### src/rtl/imem_arbiter.sv
// Shares the single byte-addressed instruction-memory port between the fetch stage
// (word reads) and the program loader (byte reads/writes), with registered responses.
module imem_arbiter #(
  parameter int          NUM_INSTR = 32,
  parameter logic [31:0] NOP_INSTR = 32'h0000_0013,
  localparam int         NB        = NUM_INSTR * 4,
  localparam int         AW        = $clog2(NB)
) (
  input  logic          clk,
  input  logic          rst,
  input  logic          load_mode,
  input  logic          fetch_req,
  input  logic [31:0]   fetch_addr,
  output logic          fetch_gnt,
  output logic          fetch_rvalid,
  output logic [31:0]   fetch_rdata,
  output logic          fetch_err,
  input  logic          ld_req,
  input  logic          ld_we,
  input  logic [31:0]   ld_addr,
  input  logic [7:0]    ld_wdata,
  output logic          ld_gnt,
  output logic          ld_rvalid,
  output logic [7:0]    ld_rdata,
  output logic          ld_err,
  output logic          mem_we,
  output logic [AW-1:0] mem_addr,
  output logic [7:0]    mem_wdata,
  input  logic [31:0]   mem_rdata,
  output logic [15:0]   fetch_stall_cnt
);

  typedef enum logic { S_IDLE, S_RESP } resp_state_t;
  typedef enum logic { GNT_FETCH, GNT_LOADER } gnt_side_t;

  localparam logic [31:0] NB32      = 32'(NB);
  localparam logic [31:0] FETCH_MAX = 32'(NB - 4);

  function automatic logic [15:0] sat_inc(input logic [15:0] v);
    return (v == 16'hFFFF) ? v : v + 16'd1;
  endfunction

  resp_state_t   r_f_state;
  resp_state_t   r_l_state;
  gnt_side_t     r_last_gnt;
  logic [31:0]   r_fetch_rdata;
  logic          r_fetch_err;
  logic [7:0]    r_ld_rdata;
  logic          r_ld_err;
  logic [15:0]   r_stall_cnt;

  logic          w_f_fault;
  logic          w_l_fault;
  logic          w_fetch_gnt;
  logic          w_ld_gnt;
  logic [AW-1:0] w_mem_addr;

  assign w_f_fault = (fetch_addr[1:0] != 2'b00) || (fetch_addr > FETCH_MAX);
  assign w_l_fault = (ld_addr >= NB32);

  // On a tie the side that did not win last time gets the port, unless the loader owns it.
  always_comb begin
    w_fetch_gnt = 1'b0;
    w_ld_gnt    = 1'b0;
    if (fetch_req && ld_req) begin
      if (load_mode || (r_last_gnt == GNT_FETCH)) w_ld_gnt = 1'b1;
      else                                        w_fetch_gnt = 1'b1;
    end else begin
      w_fetch_gnt = fetch_req;
      w_ld_gnt    = ld_req;
    end
  end

  always_comb begin
    w_mem_addr = '0;
    if (w_fetch_gnt && !w_f_fault)   w_mem_addr = fetch_addr[AW-1:0];
    else if (w_ld_gnt && !w_l_fault) w_mem_addr = ld_addr[AW-1:0];
  end

  assign fetch_gnt = w_fetch_gnt;
  assign ld_gnt    = w_ld_gnt;
  assign mem_addr  = w_mem_addr;
  assign mem_we    = w_ld_gnt & ld_we & ~w_l_fault;
  assign mem_wdata = ld_req ? ld_wdata : 8'h00;

  always_ff @(posedge clk or posedge rst) begin
    if (rst) begin
      r_last_gnt  <= GNT_LOADER;
      r_stall_cnt <= 16'h0000;
    end else begin
      if (w_fetch_gnt)   r_last_gnt <= GNT_FETCH;
      else if (w_ld_gnt) r_last_gnt <= GNT_LOADER;
      if (fetch_req && !w_fetch_gnt) r_stall_cnt <= sat_inc(r_stall_cnt);
    end
  end

  // Fetch response: data holds between responses, err only accompanies rvalid.
  always_ff @(posedge clk or posedge rst) begin
    if (rst) begin
      r_f_state     <= S_IDLE;
      r_fetch_err   <= 1'b0;
      r_fetch_rdata <= 32'h0;
    end else begin
      case (r_f_state)
        S_IDLE, S_RESP: begin
          if (w_fetch_gnt) begin
            r_f_state     <= S_RESP;
            r_fetch_err   <= w_f_fault;
            r_fetch_rdata <= w_f_fault ? NOP_INSTR : mem_rdata;
          end else begin
            r_f_state   <= S_IDLE;
            r_fetch_err <= 1'b0;
          end
        end
        default: r_f_state <= S_IDLE;
      endcase
    end
  end

  always_ff @(posedge clk or posedge rst) begin
    if (rst) begin
      r_l_state  <= S_IDLE;
      r_ld_err   <= 1'b0;
      r_ld_rdata <= 8'h00;
    end else begin
      case (r_l_state)
        S_IDLE, S_RESP: begin
          if (w_ld_gnt) begin
            r_l_state  <= S_RESP;
            r_ld_err   <= w_l_fault;
            r_ld_rdata <= (w_l_fault || ld_we) ? 8'h00 : mem_rdata[31:24];
          end else begin
            r_l_state <= S_IDLE;
            r_ld_err  <= 1'b0;
          end
        end
        default: r_l_state <= S_IDLE;
      endcase
    end
  end

  assign fetch_rvalid    = (r_f_state == S_RESP);
  assign fetch_err       = r_fetch_err;
  assign fetch_rdata     = r_fetch_rdata;
  assign ld_rvalid       = (r_l_state == S_RESP);
  assign ld_err          = r_ld_err;
  assign ld_rdata        = r_ld_rdata;
  assign fetch_stall_cnt = r_stall_cnt;

endmodule

### config.mk
export PLATFORM = sky130hd
export DESIGN_NAME = imem_arbiter
export DESIGN_NICKNAME = d
export VERILOG_FILES = /design/src/rtl/imem_arbiter.sv
export SDC_FILE = /design/constraint.sdc
export NUM_CORES = 1
export LEC_CHECK = 0
export ABC_CLOCK_PERIOD_IN_PS = 2800
export CORE_MARGIN = 8
export CORE_UTILIZATION = 40
export CTS_BUF_LIST = sky130_fd_sc_hd__clkbuf_8
export DETAILED_ROUTE_END_ITERATION = 7
export GPL_ROUTABILITY_DRIVEN = 0
export PLACE_DENSITY = 0.88
export SLEW_MARGIN = 40
export SYNTH_ARGS = -nofsm -noshare
export SYNTH_HDL_FRONTEND = slang
export SYNTH_SLANG_ARGS = --single-unit
export TNS_END_PERCENT = 100
### constraint.sdc
create_clock -name clk -period 2.8 [get_ports clk]
set_clock_uncertainty 0.1 [all_clocks]
set_input_delay 0.42 -clock clk [delete_from_list [all_inputs] [get_ports clk]]
set_output_delay 0.42 -clock clk [all_outputs]
set_load 0.02 [all_outputs]
After elaboration in Yosys (flattened, before gate mapping)
Cells that the tools add are included.
- multiplexer cells: 15
- eq/ne operators: 1
- $lt $le $gt $ge: 2
- bitwise operators: 5
- add/subtract/negate cells: 1
- reductions and logical operators: 13
- operators by type and width (cell ; count):
    $ge 32x8->1 const B ; 1
    $gt 32x7->1 const B ; 1
    $mux 32 ; 1
    $add 16x1->16 const B ; 1
    $eq 16x16->1 const B ; 1
    $mux 8 ; 2
    $mux 7 ; 2
    $mux 1 ; 10
    $logic_and 1x1->1 ; 4
    $reduce_bool 2->1 ; 2
    $logic_not 1->1 ; 3
    $logic_or 1x1->1 ; 3
    $not 1->1 ; 3
    $and 1x1->1 ; 2
    $reduce_and 2->1 ; 1
- bits of input ports: 110
- output and inout bits: 78
- bits in registers: 61

Logic depth before layout (Yosys ltp)
- word-level depth: 7
- mapped depth: 8

Worst setup path before layout
Ideal clock, no wire load.
- path kind: input to output
- from: input port ld_addr[26]
- to: output port mem_addr[2]
- arrival: 1536 ps
- slack: 744 ps
- cell stages on the path: 4
- path through: nor4_1 -> nand4_1 -> nor3_2 -> a32o_1
- cells in the longest elaborated chain, start to end: 5
- RTL lines (what ; RTL line ; RTL):
    start: declaration ; 20 ; input logic [31:0] ld_addr,
    $ge 32x8->1 ; 59 ; assign w_l_fault = (ld_addr >= NB32);
    $logic_not 1->1 ; 77 ; else if (w_ld_gnt && !w_l_fault) w_mem_addr = ld_addr[AW-1:0];
    $logic_and 1x1->1 ; 77 ;
    $mux 7 ; 77 ;
    $mux 7 ; 76 ; if (w_fetch_gnt && !w_f_fault) w_mem_addr = fetch_addr[AW-1:0];
    end: declaration ; 27 ; output logic [AW-1:0] mem_addr,
Every way passes these cells.

Worst setup path after layout
- from: input port load_mode
- to: output port ld_gnt
- cells in the longest elaborated chain, start to end: 3
- RTL lines (what ; RTL line ; RTL):
    start: declaration ; 11 ; input logic load_mode,
    $logic_or 1x1->1 ; 66 ; if (load_mode || (r_last_gnt == GNT_FETCH)) w_ld_gnt = 1'b1;
    $mux 1 ; 66 ;
    $mux 1 ; 65 ; if (fetch_req && ld_req) begin
    end: declaration ; 22 ; output logic ld_gnt,
Every way passes these cells.

==> results.cfg <==
[timing]
worst_pin_slew_ns = 0.595
timing.fmax_mhz = 371
maxSlewHeadroom_pct = 60.0
finalHoldViolations = 0
rsz0062_at_grt = false
fin_crit_sh_pct = 96.1
slew_viol_final = 0
min_period_ns = 2.69
setup_viol_count_final = 0
tns_ns = 0

[cts]
post_cts_buffers = 0
root_buffer = clkbuf_8
clk_latency_ns = 0.33
htreeDepth = 3
hold_buffers = 0
cts_buffer_depth = 2
cts.sinks = 61
cts_buffers = 9
path_clk_slew_ns = 0.07
cts_resized = 8
cts_tree = yes

[outcome]
status = completed

[grt]
use_met3_pct = 9.60
grt_max_degree = 62
use_met1_pct = 21.6
grt-busiest-layer = met2
grt_use_met2_pct = 37.8
grt-ovfl-total = 0
antenna_found_initial = 0
grt_pass1_wl_um = 16600
grt_pass1_vias = 3272
grt_usage_pct = 21.2

[job]
cap_viol_max_count = 0

[power]
p_per_area_mw_per_mm2 = 465
totalPowerFinal_mw = 2.38
leakagePower_nw = 2.15
irDropWorstVdd_mv = 0.264

[finish]
diodes = 0
final_cell_mix = 179 x clkdlybuf4s50_1, 68 x nand2_1, 60 x dfrtp_1, 17 x o21ai_0, 14 x nor2_1
final_layout_size_suffix_gt1_share_pct = 12.0
multi_input_area_mm2 = 0.00126
final_nets = 597
final_common_cell = clkdlybuf4s50_1
seqCellArea_mm2 = 0.00153
syn_to_final_growth_pct = 76.5
fillCellCount = 541

[synth]
yosysWarningCount = 0
synth_top_cell_area_share_pct = 51.9
ys_types = 40
synth_cells = 290
synth_area_leaders = dfrtp_1 52%, nand2_1 8.8%, o21ai_0 3.1%
synth_nets = 401
netlist_area_mm2 = 0.00289
yosysSeqAreaShare_pct = 52.8
synth.avg_cell_area_um2 = 9.97
synth_top_cell_by_area = dfrtp_1
ys_ff_latch = 61

[routing]
first_pass_iters = 4
ant_nets = 0
wl_per_cell_um = 17.8
via_count = 2942
vias_per_cell = 4.99
drtIter0Drc = 93
totalWireLength_um = 10500
drc = 0

[floorplanning]
core_area_mm2 = 0.00714
die_x_um = 101
initial_core_util_pct = 40.5
num_rows = 31
ios = 188
die_area_mm2 = 0.0102
die_h_um = 101

[critical_path]
path_class = in -> out
required_ns = 2.28
start_kind = input port
worstPathMaxFanout = 11
arrival_ns = 2.17
endpoint_kind = primary output

[place]
place.port_buffers = 187
dp_hpwl_um = 8480

[min_path]
worst_hold_path_type = in -> async
## metrics by stage
stage | hold slack (ns) | util [%] | area [µm²] | setup slack, ns | cells
2_1_floorplan | 0.447 | - | 2890 | 0.744 | 290
3_3_place_gp | 0.361 | 68.7 | 4910 | -0.147 | 574
3_5_place_dp | 0.364 | 68.7 | 4910 | -0.209 | 574
4_1_cts | 0.380 | 71.5 | 5110 | 0.0557 | 590
5_1_grt | 0.400 | 71.5 | 5100 | 0.00299 | 590
6_report | 0.376 | 71.5 | 5100 | 0.108 | 590
## cells by family (layout without fill, tap and decap cells)
kind of cell / count (synthesis) / in the layout / share of synthesized area (%)
flip-flops: 61 / 61 / 52.8
XOR/XNOR: 13 / 13 / 3.94
multiplexers: 1 / 1 / 0.389
AO/OA/AOI/OAI: 59 / 59 / 14.8
AND/OR/NAND/NOR: 134 / 134 / 23.7
buffers and inverters: 21 / 222 / 3.94
adder cells (fa/ha/maj): 1 / 1 / 0.433
## registers in the layout, indices dropped and copies added, names as in the netlist
register / count
ld_rvalid: 1
fetch_stall_cnt: 16
r_last_gnt: 1
ld_err: 1
ld_rdata: 8
fetch_rdata: 32
fetch_err: 1
fetch_rvalid: 1
## final timing paths
check	from	endpoint	slack (ns)	cells past startpoint
worst max-delay path	load_mode	ld_gnt	0.11	6
worst min-delay path	rst	fetch_stall_cnt[13]$_DFFE_PP0P_	0.38	3
worst max register to register	fetch_stall_cnt[0]$_DFFE_PP0P_	fetch_stall_cnt[12]$_DFFE_PP0P_	0.74	5
worst min register to register	fetch_rdata[10]$_DFFE_PP0N_	fetch_rdata[10]$_DFFE_PP0N_	0.38	2
max in group asynchronous	rst	r_last_gnt$_DFFE_PP1P_	1.91	3
min in group clk	fetch_rdata[10]$_DFFE_PP0N_	fetch_rdata[10]$_DFFE_PP0N_	0.38	2
## routing by layer
metal	part of all wire, %	vias up	wire [µm]
met2	51	131	5390
met4	1.6	0	165
li1	-	1404	-
met5	0	-	0
met1	37	1392	3850
met3	10	15	1100
## cell type report
class                           instances  area share [%]
Clock buffer                           12            3.24
Clock inverter                          4           0.882
Inverter                                6           0.441
Timing Repair Buffer                  200            38.4
Multi-Input combinational cell        208            24.7
Tap cell                               99            2.43
Sequential cell                        61            29.9
## cells in the mapped netlist, drive strengths merged
cell	n
nor2b	1
a2111oi	2
or3	1
a211o	1
a21oi	7
nor2	14
dfstp	1
mux2	1
and3	3
a211oi	4
a21o	1
nand2	68
dfrtp	60
nor4	15
xnor2	3
nand4bb	1
ha	1
o21ai	30
a22o	9
nand2b	1
inv	6
or2	1
nand3	5
nor3	7
nand4	4
and4	1
buf	9
and2	12
a32o	5
clkbuf	6
xor2	10
## power by group
group          leakage (nW)  switching [mW]  internal [mW]
logic                  1.23           0.258          0.302
registers             0.807          0.0695          0.934
clock network         0.112           0.333          0.479
## critical path: stages
cell and delay (ns):
clkdlybuf4s50_1 0.44, nand2b_1 0.20, o21ai_1 0.24, buf_4 0.25
inv_1 0.08, clkdlybuf4s50_1 0.54
No activity file was read; power rests on OpenSTA's default activity.
